`config.mk`:
```
export PLATFORM = sky130hd
export DESIGN_NAME = writeback_stage
export DESIGN_NICKNAME = d
export VERILOG_FILES = /design/src/rtl/wb_pkg.sv /design/src/rtl/load_align.sv /design/src/rtl/writeback_stage.sv
export SDC_FILE = /design/constraint.sdc
export NUM_CORES = 1
export LEC_CHECK = 0
export CAP_MARGIN = 20
export CORE_MARGIN = 1
export CORE_UTILIZATION = 39
export DETAILED_ROUTE_END_ITERATION = 10
export GPL_ROUTABILITY_DRIVEN = 1
export GPL_TIMING_DRIVEN = 1
export PLACE_DENSITY = 0.87
export SKIP_CTS_REPAIR_TIMING = 1
export SLEW_MARGIN = 20
export SYNTH_ARGS = -nofsm -noshare
export SYNTH_HDL_FRONTEND = slang
export SYNTH_SLANG_ARGS = --single-unit
```
`constraint.sdc`:
```
create_clock -name clk -period 1.9 [get_ports clk]
set_clock_uncertainty 0.05 [all_clocks]
set_input_delay 0.19 -clock clk [delete_from_list [all_inputs] [get_ports clk]]
set_output_delay 0.19 -clock clk [all_outputs]
set_load 0.01 [all_outputs]
```
`src/rtl/wb_pkg.sv`:
```
// rtl/wb_pkg.sv - shared types and helpers for the writeback stage
package wb_pkg;

    typedef enum logic [1:0] {
        LS_BYTE  = 2'd0,
        LS_HALF  = 2'd1,
        LS_WORD  = 2'd2,
        LS_DWORD = 2'd3
    } load_size_e;

    function automatic int off_w(input int data_w);
        return $clog2(data_w / 8);
    endfunction

endpackage

```
`src/rtl/load_align.sv`:
```
// rtl/load_align.sv - sub-word load lane extraction, extension and misalignment check
module load_align
    import wb_pkg::*;
#(
    parameter int DATA_W = 32,
    localparam int OFF_W = off_w(DATA_W)
) (
    input  logic [DATA_W-1:0] read_data,
    input  logic [OFF_W-1:0]  off,
    input  load_size_e        size,
    input  logic              is_signed,
    output logic [DATA_W-1:0] ext,
    output logic              mis
);

    logic [DATA_W-1:0] sh_b;
    logic [DATA_W-1:0] sh_h;
    logic [DATA_W-1:0] sh_w;
    logic signed [7:0]  b_s;
    logic signed [15:0] h_s;
    logic signed [31:0] w_s;
    load_size_e         sz;

    assign sh_b = read_data >> {off, 3'b000};
    assign sh_h = read_data >> {off[OFF_W-1:1], 4'b0000};

    // A 32-bit datapath has no dword lane, so a dword request degrades to a word.
    generate
        if (DATA_W == 64) begin : g_w64
            assign sh_w = read_data >> {off[OFF_W-1], 5'b00000};
            assign sz   = size;
        end else begin : g_w32
            assign sh_w = read_data;
            assign sz   = (size == LS_DWORD) ? LS_WORD : size;
        end
    endgenerate

    assign b_s = sh_b[7:0];
    assign h_s = sh_h[15:0];
    assign w_s = sh_w[31:0];

    always_comb begin
        ext = read_data;
        mis = 1'b0;
        unique case (sz)
            LS_BYTE: begin
                ext = is_signed ? DATA_W'(b_s) : DATA_W'(sh_b[7:0]);
            end
            LS_HALF: begin
                ext = is_signed ? DATA_W'(h_s) : DATA_W'(sh_h[15:0]);
                mis = off[0];
            end
            LS_WORD: begin
                ext = is_signed ? DATA_W'(w_s) : DATA_W'(sh_w[31:0]);
                mis = (off[1:0] != 2'b00);
            end
            LS_DWORD: begin
                ext = read_data;
                mis = (off != '0);
            end
        endcase
    end

endmodule

```
`src/rtl/writeback_stage.sv`:
```
// rtl/writeback_stage.sv - M/W pipeline register with load alignment, write qualification and retire counter
module writeback_stage
    import wb_pkg::*;
#(
    parameter int DATA_W     = 32,
    parameter int REG_ADDR_W = 5,
    parameter int CNT_W      = 32
) (
    input  logic                  clk,
    input  logic                  rst,
    input  logic                  stall_w,
    input  logic                  flush_w,
    input  logic                  valid_m,
    input  logic                  reg_write_m,
    input  logic                  mem_to_reg_m,
    input  logic [1:0]            load_size_m,
    input  logic                  load_signed_m,
    input  logic [DATA_W-1:0]     alu_out_m,
    input  logic [DATA_W-1:0]     read_data_m,
    input  logic [REG_ADDR_W-1:0] write_reg_m,
    output logic [DATA_W-1:0]     result_w,
    output logic [REG_ADDR_W-1:0] write_reg_w,
    output logic                  reg_write_w,
    output logic                  valid_w,
    output logic                  misalign_w,
    output logic [CNT_W-1:0]      retired_cnt
);

    localparam int OFF_W = off_w(DATA_W);

    logic [DATA_W-1:0] ext;
    logic              mis;
    logic              load_mis;

    load_align #(.DATA_W(DATA_W)) u_load_align (
        .read_data (read_data_m),
        .off       (alu_out_m[OFF_W-1:0]),
        .size      (load_size_e'(load_size_m)),
        .is_signed (load_signed_m),
        .ext       (ext),
        .mis       (mis)
    );

    // Misalignment only matters for loads; ALU results never fault.
    assign load_mis = mem_to_reg_m & mis;

    always_ff @(posedge clk or posedge rst) begin
        if (rst) begin
            result_w    <= '0;
            write_reg_w <= '0;
            reg_write_w <= 1'b0;
            valid_w     <= 1'b0;
            misalign_w  <= 1'b0;
            retired_cnt <= '0;
        end else if (flush_w) begin
            reg_write_w <= 1'b0;
            valid_w     <= 1'b0;
            misalign_w  <= 1'b0;
        end else if (!stall_w) begin
            result_w    <= mem_to_reg_m ? ext : alu_out_m;
            write_reg_w <= write_reg_m;
            valid_w     <= valid_m;
            misalign_w  <= valid_m & load_mis;
            reg_write_w <= valid_m & reg_write_m & (write_reg_m != '0) & ~load_mis;
            if (valid_m) begin
                retired_cnt <= retired_cnt + CNT_W'(1);
            end
        end
    end

endmodule
```
* Word level (Yosys, flattened, before mapping)
Cells that the tools add are included.
** Operators by class
- $add $sub $neg :: 1
- $mul :: 0
- Div/mod/pow operators :: 0
- $lt $le $gt $ge :: 0
- Equality and inequality tests :: 5
- Shift operators :: 2
- Multiplexer cells :: 12
- Bitwise operators :: 8
- Reduce and logical (&&, ||, !) cells :: 6
** Operator list (count)
- 32-bit two-way mux :: 3
- 32-bit case mux with 3 select lines :: 1
- 32-bit by 1-bit adder with 32-bit output (second input constant) :: 1
- 32-bit by 5-bit right shift with 16-bit output :: 1
- 32-bit by 5-bit right shift with 8-bit output :: 1
- 2-bit == test (second input constant) :: 3
- 1-bit two-way mux :: 6
- 1-bit AND :: 5
- 5-bit nonzero test :: 1
- 1-bit NOT :: 3
- 3-bit AND reduction :: 1
- 2-bit by 1-bit == test with 1-bit output (second input constant) :: 1
- 2-bit logical NOT :: 1
- 2-bit two-way mux :: 1
- 2-bit by 1-bit != test with 1-bit output (second input constant) :: 1
- 1-bit case mux with 2 select lines :: 1
- 2-bit AND reduction :: 1
- 2-bit nonzero test :: 1
- 2-bit OR reduction :: 1
** Storage, ports and cells
- Flip-flop bits (word level) :: 72
- Latch bits :: 0
- Memory bits (writable) :: 0
- ROM bits :: 0
- Bits of input ports :: 79
- Output and inout port bits :: 72
- Logic and storage cells :: 40
- Memories :: 0

* Depth between registers and ports, before layout
- Depth after elaboration :: 10
- Gate-level depth with buffers :: 7
- Depth with buffers taken out :: 5

* Cells and area by module
From an unflattened synthesis, not the netlist that was laid out.
** Second synthesis, totals
- Cells, all modules :: 399
- Area total of the unflattened synthesis :: 4031.4 um^2
** Modules (own cells, without submodules)
- writeback_stage :: instances 1, cells each 296, area an instance 3264.4 um^2, sequential area each 1801.7 um^2
- load_align :: instances 1, cells each 103, area an instance 767.0 um^2, sequential area each 0.0 um^2

* Least setup slack after synthesis
Ideal clock, no wire load.
- Path kind :: flip-flop to flip-flop
- From :: reg retired_cnt[4]
- To :: reg retired_cnt[20]
- Setup time :: 0.127 ns
- Data arrival time :: 1.453 ns
- Data required time :: 1.723 ns
- Slack :: 0.270 ns
- Stages on the path, launching flop included :: 7
- Buffers on the path :: 1
- Period minus slack after synthesis :: 1.630 ns
- Path through :: dfrtp_1 -> and4_2 -> and3_1 -> nand2b_4 -> buf_6 -> nand3b_1 -> xnor2_1
** On the way
- Longest elaborated chain between the ends :: 1
** Ends and longest elaborated chain
- start, declared :: line writeback_stage.sv:26 : output logic [CNT_W-1:0] retired_cnt
- start signal, assigned :: line writeback_stage.sv:66 : retired_cnt <= retired_cnt + CNT_W'(1);
- 32-bit by 1-bit adder with 32-bit output :: line writeback_stage.sv:66
No other way between the ends.
A chain may end at the register's enable or synchronous reset.

* Worst setup path in the final report
- From :: reg retired_cnt[4]
- To :: reg retired_cnt[18]
The elaborated chain is that of the path after synthesis.

==> impl_metrics.csv <==
group,metric,value,unit
setup_path,start_kind,"register",
setup_path,r2r_end,"retired_cnt[18]$_DFFE_PP0P_",
power,power,4.311,mW
finish,area_growth,56.00,%
finish,final_layout_size_suffix_gt1_share,12.16,%
timing,setup_ws,0.1328,ns
min_path,hold_class,"primary input to asynchronous set/reset pin",
finish,nNetsFinal,659,
logic_synthesis,synthAdderAreaFrac,0.3336,%
detailed_routing,antenna_left,0,
global_route,grt-ovfl-total,0,
clock_network,clock-sinks,72,
timing,period_share,93.01,%
logic_synthesis,synth_edf_count,0,
placement,port_buffers,150,
logic_synthesis,synth_ff_type,"dfrtp_1",
setup_path,cp_slowest_stage_delay,0.46,ns
clock_network,path_clk_slew,0.09,ns
logic_synthesis,synth_nets,484,
job,cap_violations,0,
timing,rsz0062_at_grt,"no",
logic_synthesis,synth-xor-area-share,7.238,%
floorplanning,die_x,100.1,um
finish,final_cell_area,0.005852,sq mm
finish,fillers,771,
logic_synthesis,synth.ff_latch_count,72,
clock_network,clock_latency,0.34,ns
global_route,grt_use_total,24.15,%
logic_synthesis,async_flop_share,100.0,%
logic_synthesis,netlist_area,0.003751,sq mm
power,peakVddDrop,0.0003585,V
logic_synthesis,synth_cells,404,
finish,layout_common_cells,"150 x clkdlybuf4s50_1, 72 x dfrtp_1, 60 x nand2_1, 46 x o21ai_0, 34 x buf_4",
global_route,grt_max_degree,39,
placement,pre_cts_ws,-0.1891,ns
power,leakage,2.502,nW
setup_path,cp.arrival,1.99,ns
setup_path,r2r-start,"retired_cnt[4]$_DFFE_PP0P_",
setup_path,path_buf_inv,0,
clock_network,tritoncts,"done",
setup_path,r2r_cells,5,
floorplanning,die-area,0.01001,sq mm
logic_synthesis,synth_top_family_by_area,"simple AND/OR/NAND/NOR gates",
global_route,antenna_found_initial,0,
logic_synthesis,ys_seq_area_share,48.03,%
detailed_routing,via_count,3704,
setup_path,slowest_stage,"dfrtp_1",
clock_network,h-tree-depth,3,
placement,hpwl,9.007,mm
floorplanning,core_area,0.009284,sq mm
finish,multiInputGateArea,0.001832,sq mm
clock_network,cts-buffers-inserted,9,
finish,antenna_cells,0,
timing,finalSetupViolCount,0,
detailed_routing,wl,11.67,mm
finish,regArea,0.001802,sq mm
setup_path,path_cells,"and4_2, and3_1, nand2b_4, nor3_2, xor2_1",
logic_synthesis,synth-compound-area-share,16.34,%
setup_path,crit_fanout,7,
setup_path,worstSetupPathDepth,5,
timing,finalHoldViolCount,0,
detailed_routing,drtIter0Drc,145,
timing,maxSlewHeadroom,61.47,%
global_route,grt_pass1_vias,3769,
floorplanning,die_h,100.1,um
detailed_routing,wire_per_inst,16.37,um
clock_network,cts_buffer_depth,2,
setup_path,crit_path_end,"retired_cnt[18]$_DFFE_PP0P_",
floorplanning,row_count,35,
setup_path,crit_path_end_kind,"register",
detailed_routing,firstDrtPassIters,4,
setup_path,crit_required,2.12,ns
logic_synthesis,yosysUniqueCellTypes,47,
timing,timing.final.max_slew_violations,0,
setup_path,cpLargestDelayFamily,"simple AND/OR/NAND/NOR gates",
power,p_per_area,736.7,mW/mm^2
clock_network,cts-root-buf,"clkbuf_8",
setup_path,startpoint,"retired_cnt[4]$_DFFE_PP0P_",
logic_synthesis,ys_warn_count,0,
finish,final_common_cell,"clkdlybuf4s50_1",
detailed_routing,vias_per_cell,5.195,
placement,gp_congestion,0.9447,
outcome,outcome,"complete, no violations",
floorplanning,io_pins,151,
timing,timing_worst_slew_pin_value,0.5780,ns
placement,place_area,0.005630,sq mm
detailed_routing,drc,0,
logic_synthesis,yosys.area_share.simple,23.75,%
setup_path,rrSetupSlack,0.13,ns
setup_path,critPathKind,"register to register",
logic_synthesis,postSynthAreaPerCell,9.285,sq um
timing,min_period,1.767,ns
logic_synthesis,synthMuxAreaShare,1.101,%
global_route,grt_pass1_wl,18.55,mm
timing,fmax,565.9,MHz
floorplanning,initial_core_util,40.40,%
-- flip-flops by register name, indices dropped and copies added (netlist names) --
register     cells
misalign_w       1
reg_write_w      1
result_w        32
retired_cnt     32
valid_w          1
write_reg_w      5
-- synthesized netlist by cell type (3+ instances only) --
master	count	area share [%]
dfrtp_1	72	48
and2_1	6	1.0
nor2b_1	8	1.3
a22oi_1	9	1.8
nand2_1	60	6.0
or3_1	24	4.0
nand2b_1	3	0.50
xnor2_1	17	4.0
clkbuf_1	18	1.8
nor2_1	18	1.8
xor2_1	14	3.3
a21oi_1	32	4.3
and4_2	3	0.80
nand4_1	5	0.83
and3_2	3	0.60
nor3_2	3	0.80
a21o_1	6	1.2
mux2i_1	3	0.80
and3_1	6	1.0
buf_2	3	0.40
inv_1	4	0.40
nand3_1	8	1.1
o21ai_0	46	6.1
a221oi_1	5	1.2
-- layout make-up --
cell class	count	area share [%]
multi-input cells	305	31.30
repair buffers	187	31.05
flip-flops and latches	72	30.79
well taps	129	2.758
clock buffers	10	2.181
clock inverters	6	1.604
inverters	4	0.3207
-- power by group --
| part | switching [mW] | internal, mW | leakage, nW |
|---|---|---|---|
| Combinational | 0.463 | 0.633 | 1.50 |
| Sequential | 0.148 | 1.70 | 0.900 |
| Clock | 0.619 | 0.747 | 0.107 |
| Total | 1.23 | 3.08 | 2.50 |
-- worst min path at each step --
stage,startpoint,endpoint,slack (ns)
2_1_floorplan,flush_w,misalign_w$_DFFE_PP0P_,0.20
3_3_place_gp,retired_cnt[31]$_DFFE_PP0P_,retired_cnt[31]$_DFFE_PP0P_,0.41
3_5_place_dp,retired_cnt[31]$_DFFE_PP0P_,retired_cnt[31]$_DFFE_PP0P_,0.41
4_1_cts,rst,result_w[3]$_DFFE_PP0P_,0.17
5_1_grt,rst,result_w[3]$_DFFE_PP0P_,0.20
6_report,rst,result_w[3]$_DFFE_PP0P_,0.17
-- metal layers --
metal / vias to the layer above / GRT usage, % / routed length [um]
met1: 1762 / 29.30 / 4794
met3: 19 / 5.780 / 762
met4: 0 / 7.692 / 278
met5: - / 0 / 0
met2: 152 / 42.39 / 5834
li1: 1771 / - / -
-- cells by family (layout without fill, tap and decap cells) --
kind of cell	Yosys count	after routing
muxes	4	4
DFF	72	72
buffers and inverters	27	207
xor gates and xnor gates	31	31
and+or+nand+nor	162	162
adders and majority gates	1	1
AOI/OAI and AO/OA	107	107
-- worst register-to-register path, delay by kind of cell (launching register included) --
family | cells | cell delay (ns)
DFF | 1 | 0.46
xor gates and xnor gates | 1 | 0.16
and+or+nand+nor | 4 | 1.03
-- per-stage QoR --
step,hold slack (ns),utilization [%],instances,TNS [ns]
finish,0.1719,63.03,713,0
global route,0.1999,63.03,713,0
CTS,0.1733,63.03,713,0
detailed placement,0.4109,60.65,697,-4.052
global placement,0.4084,60.65,697,-2.281
floorplan,0.2031,-,404,0
No activity file was read; power rests on OpenSTA's default activity.
==> RTL change 1, RTL diff (config.mk and constraints unchanged) <==
The parameter `REG_ADDR_W` goes from 5 to 3.
--- a/src/rtl/writeback_stage.sv
+++ b/src/rtl/writeback_stage.sv
@@ -4,5 +4,5 @@
 #(
     parameter int DATA_W     = 32,
-    parameter int REG_ADDR_W = 5,
+    parameter int REG_ADDR_W = 3,
     parameter int CNT_W      = 32
 ) (
Ports: changed (resized write_reg_m and write_reg_w); port bits go from 151 to 147. The function was not compared with the original's and may differ.
==> RTL change 1 against the unedited design <==
  * Final area decreased by 5.0%
  * Via count decreased by 1.7%
  * Worst setup slack got worse by 0.0081 ns
  * Wire length decreased by 4.1%
  * Area after synthesis decreased by 2.7%
  * Maximum frequency decreased by 0.46%
  * Non-clock buffer count decreased by 12
  * Worst hold slack improved by 0.076 ns
  * Power decreased by 10%
  * Sequential cell count decreased by 2
  * Critical path type unchanged
  * Largest cell class unchanged
  * Highest routed layer unchanged
==> RTL change 1: results (changes against the unedited design) <==
==========================================================================================
Via count of the first global-routing pass ..................................        3,698   -1.9%
Mapped Nets .................................................................          464   -4.1%
Crit path from .............................................................. retired_cnt[0]
Pin slew with the least headroom to its limit ...............................     0.438 ns   -0.140 ns
Synth area leaders .......................................................... sky130_fd_sc_hd__dfrtp_1 (48%), sky130_fd_sc_hd__o21ai_0 (7.0%), sky130_fd_sc_hd__nand2_1 (6.0%)
Cell Count Post-Placement ...................................................          647   -7.2%
Fill count ..................................................................          713   -7.5%
DRC marker count from the first detailed-route iteration ....................          149   +2.8%
Final estimated routing congestion in global placement ......................        0.892   -5.6%
Final HPWL from detailed placement ..........................................      8540 um   -5.2%
Sequential area share after synthesis .......................................        48.0%   about the same
Vias per Instance ...........................................................         5.50   +5.9%
Worst slack after detailed placement ........................................    -0.182 ns   +0.00722 ns
Number of different library cells in the post-synthesis netlist .............           43   -8.5%
Global routing met1 resource utilization ....................................        28.7%   -0.59 points
Leakage dissipation .........................................................   0.00244 uW   -2.4%
Registers with the most flip-flops .......................................... result_w (32), retired_cnt (32), write_reg_w (3)
Longest individual stage delay on the worst path ............................      0.43 ns   -0.03 ns
IO Port Bufs ................................................................          146   -2.7%
Global-route met3 utilization ...............................................        5.32%   -0.46 points
Achievable frequency ........................................................    0.563 GHz   -0.46%
Total length of routed met2 wires ...........................................      5530 um   -5.2%
Clock edge transition at the registers on the reported setup and hold paths .      0.07 ns   -0.02 ns
Global-route wire length before repair ......................................    18,000 um   -2.9%
Maximum number of pins on one net before global-route repair ................           71   +82%
Critical path peak fanout ...................................................            5   -2
Length in cells of the worst reg-to-reg path ................................            7   +2
Layout Cells excl Fill ......................................................          662   -7.2%
Synthesized instance count ..................................................          386   -4.5%
DP Area .....................................................................    5400 um^2   -4.0%
Commonest cells in the synthesized netlist .................................. sky130_fd_sc_hd__dfrtp_1 (70), sky130_fd_sc_hd__nand2_1 (58), sky130_fd_sc_hd__o21ai_0 (51), sky130_fd_sc_hd__xnor2_1 (24), sky130_fd_sc_hd__clkbuf_1 (18)
Met1 wire length ............................................................      4600 um   -4.1%
Total global routing track utilization ......................................        23.8%   -0.33 points
Inserted Clock Buffers ......................................................            9   unchanged
Status ...................................................................... finished clean
Primary flip-flop cell chosen by synthesis mapping .......................... sky130_fd_sc_hd__dfrtp_1
Worst ir drop on vdd ........................................................     0.314 mV   -13%
==========================================================================================
[RTL change 1: cell types whose count changed after synthesis, sizes merged, moves of 7 or more]
| cell | change |
|---|---|
| a21oi | -20 |
| a31oi | +17 |
| or3 | -17 |
| a21o | +10 |
| inv | +7 |
| xnor2 | +7 |
| xor2 | -7 |
[RTL change 1: power breakdown]
part | internal, uW | switching, uW
Clock | 458 | 550
Sequential | 1650 | 138
Combinational | 619 | 464
[RTL change 1: kinds of logic after synthesis]
family / count (synthesis) / share of synthesized area [%]
compound gates: 120 / 20.2
buf+inv: 33 / 3.84
mux: 9 / 2.57
simple gates: 122 / 17.7
flops: 70 / 48.0
fa+ha+maj: 1 / 0.343
xor+xnor: 31 / 7.44
[RTL change 1: cell type report]
type | count | area (um^2) | area share [%]
Timing Repair Buffer | 175 | 1710 | 30.8
Inverter | 11 | 45.0 | 0.810
Clock buffer | 10 | 128 | 2.29
Tap cell | 108 | 135 | 2.43
Multi-Input combinational cell | 283 | 1760 | 31.7
Sequential cell | 70 | 1750 | 31.5
Clock inverter | 5 | 27.5 | 0.495
[RTL change 1: how the worst min path moves through the flow]
stage	depth (start not counted)	startpoint	slack (ns)	endpoint
after floorplan	1	flush_w	0.21	misalign_w
after global routing	3	rst	0.27	retired_cnt[2]
after detailed placement	1	retired_cnt[31]	0.42	retired_cnt[31]
after global placement	1	retired_cnt[31]	0.41	retired_cnt[31]
final	3	rst	0.25	write_reg_w[0]
after CTS	3	rst	0.26	write_reg_w[0]
[RTL change 1: tightest hold or removal path: stages]
cell and delay (ns):
sky130_fd_sc_hd__clkdlybuf4s50_1 0.44, sky130_fd_sc_hd__clkinvlp_4 0.09, sky130_fd_sc_hd__buf_12 0.32
==> RTL change 2, RTL diff (config.mk and constraints unchanged) <==
Without the edit above. Register the output `retired_cnt` once more, with the module's reset; this adds one clock of latency there. The other outputs are not delayed to match.
--- a/src/rtl/writeback_stage.sv
+++ b/src/rtl/writeback_stage.sv
@@ -29,4 +29,6 @@
     localparam int OFF_W = off_w(DATA_W);
 
+    logic [CNT_W-1:0] retired_cnt_s0;
+
     logic [DATA_W-1:0] ext;
     logic              mis;
@@ -52,5 +54,5 @@
             valid_w     <= 1'b0;
             misalign_w  <= 1'b0;
-            retired_cnt <= '0;
+            retired_cnt_s0 <= '0;
         end else if (flush_w) begin
             reg_write_w <= 1'b0;
@@ -64,8 +66,16 @@
             reg_write_w <= valid_m & reg_write_m & (write_reg_m != '0) & ~load_mis;
             if (valid_m) begin
-                retired_cnt <= retired_cnt + CNT_W'(1);
+                retired_cnt_s0 <= retired_cnt_s0 + CNT_W'(1);
             end
         end
     end
 
+    always_ff @(posedge clk or posedge rst) begin
+        if (rst) begin
+            retired_cnt <= '0;
+        end else begin
+            retired_cnt <= retired_cnt_s0;
+        end
+    end
+
 endmodule
Function: changed (Yosys sat finds a counterexample within 4 cycles, from zero or initial values and one cycle with rst high).
==> RTL change 2 against the unedited design <==
  * Area after synthesis increased by 23%
  * First-iteration DRC count increased by 49%
  * Sequential cell count increased by 32
  * Wire length increased by 21%
  * Worst setup slack got worse by 0.0031 ns
  * Final area increased by 17%
  * Count of clock-buffer cells in the layout decreased by 1
  * Power increased by 32%
  * Critical endpoint is now retired_cnt_s0[22]
==> RTL change 2: results (changes against the unedited design) <==
==========================================================================================
CTS root buf ................................................................ sky130_fd_sc_hd__clkbuf_16
Final estimated routing congestion in global placement ......................        0.997   +5.5%
Worst ir drop on vdd ........................................................     0.566 mV   +58%
Status ...................................................................... finished clean
Cell Count Post-Placement ...................................................          745   +6.9%
Final Net Count .............................................................          693   +5.2%
Clock edge transition at the registers on the reported setup and hold paths .      0.07 ns   -0.02 ns
DRC marker count from the first detailed-route iteration ....................          216   +49%
Fill count ..................................................................          919   +19%
Vias per Instance ...........................................................         5.61   +7.9%
Total global routing track utilization ......................................        23.9%   -0.25 points
Type of the tightest min-delay check ........................................ primary input to async pin
Final HPWL from detailed placement ..........................................    10,900 um   +21%
Post-synthesis async set-or-reset flop share ................................         100%   unchanged
Maximum number of pins on one net before global-route repair ................           28   -28%
Number of different library cells in the post-synthesis netlist .............           46   -2.1%
Via count of the first global-routing pass ..................................        4,437   +18%
Count of warnings emitted by yosys ..........................................            0   unchanged
Sequential area share after synthesis .......................................        56.6%   +8.5 points
IO Port Bufs ................................................................          150   unchanged
Via count ...................................................................        4,260   +15%
RR Startpoint ............................................................... retired_cnt_s0[5]
Antenna Diode Count .........................................................            0   unchanged
Longest individual stage delay on the worst path ............................      0.48 ns   +0.02 ns
Inserted Clock Buffers ......................................................            9   unchanged
Length in cells of the worst reg-to-reg path ................................            4   -1
Number of antenna violations at the first check in global routing ...........            0   unchanged
Wirelength per Cell .........................................................      18.6 um   +14%
Largest delay share family, worst path ...................................... simple AND/OR/NAND/NOR gates
Longest Clk Path Bufs .......................................................            2   unchanged
Registers with the most flip-flops .......................................... result_w (32), retired_cnt (32), retired_cnt_s0 (32)
TritonRoute pass-1 iters ....................................................            5   +1
Critical path peak fanout ...................................................           12   +5
Commonest cells in the synthesized netlist .................................. sky130_fd_sc_hd__dfrtp_1 (104), sky130_fd_sc_hd__nand2_1 (51), sky130_fd_sc_hd__o21ai_0 (36), sky130_fd_sc_hd__a21oi_1 (30)
Synthesized instance count ..................................................          439   +8.7%
Synth area leaders .......................................................... sky130_fd_sc_hd__dfrtp_1 (57%), sky130_fd_sc_hd__xnor2_1 (4.8%), sky130_fd_sc_hd__nand2_1 (4.2%)
H-Tree Level Count ..........................................................            3   unchanged
Global-route wire length before repair ......................................    23,000 um   +24%
DP Area .....................................................................    6540 um^2   +16%
Slowest cell on the critical path ........................................... sky130_fd_sc_hd__dfrtp_1
Leakage dissipation .........................................................   0.00291 uW   +16%
WP data arrival .............................................................      1.95 ns   -0.04 ns
Mapped Nets .................................................................          519   +7.2%
Clock network latency to the later pin of the worst-skew pair ...............      0.34 ns   about the same
Type of the setup path with the least slack ................................. register to register
Primary flip-flop cell chosen by synthesis mapping .......................... sky130_fd_sc_hd__dfrtp_1
Rel. slew slack .............................................................        69.9%   +8.4 points
Layout cell share with drive strength beyond 1 ..............................        10.9%   -1.3 points
==========================================================================================
RTL change 2: path summary, 6_finish.rpt:
check,end,slack [ns]
hold / removal,retired_cnt_s0[19],0.16
setup reg to reg,retired_cnt_s0[22],0.13
hold reg to reg,retired_cnt[31],0.36
min in group clk,write_reg_w[2],0.35
max in group asynchronous,retired_cnt[29],1.12
setup / recovery,retired_cnt_s0[22],0.13
RTL change 2: layer usage:
metal  part of all wire, %  up-vias  track usage, %  wire [um]
li1                      -     1917               -          -
met1                    39     2079            28.3       5530
met2                    50      231            40.5       7070
met3                   7.6       33            6.26       1080
met4                   3.4        0            11.0        475
met5                     0        -               0          0
RTL change 2: power by group:
group	internal (uW)	switching, uW
Combinational	670	517
Clock	1030	856
Sequential	2440	168
Total	4140	1540
RTL change 2: layout make-up:
cell class                 instances  area (um^2)  share of cell area, %
clock inverter                     6         72.6                   1.06
clock buffer                       9          225                   3.29
timing repair buffer             188         1850                   27.0
sequential                       104         2600                   38.0
tap                              143          179                   2.62
multi-input combinational        303         1880                   27.5
inverter                           7         30.0                  0.439
RTL change 2: per-stage QoR:
stage                     total power, uW  worst slack (ns)
after floorplan                      3060             0.109
after global placement               3810           -0.0886
after detailed placement             3840            -0.182
after CTS                            5750             0.117
after global routing                 5940            0.0172
final                                5680             0.130
RTL change 2: kinds of logic after synthesis:
| logic type | after synthesis | synth area share [%] |
|---|---|---|
| AOI/OAI and AO/OA | 107 | 14.2 |
| xor gates and xnor gates | 31 | 5.90 |
| adders and majority gates | 1 | 0.272 |
| buffers and inverters | 32 | 2.69 |
| DFF | 104 | 56.6 |
| muxes | 9 | 2.07 |
| and+or+nand+nor | 155 | 18.3 |
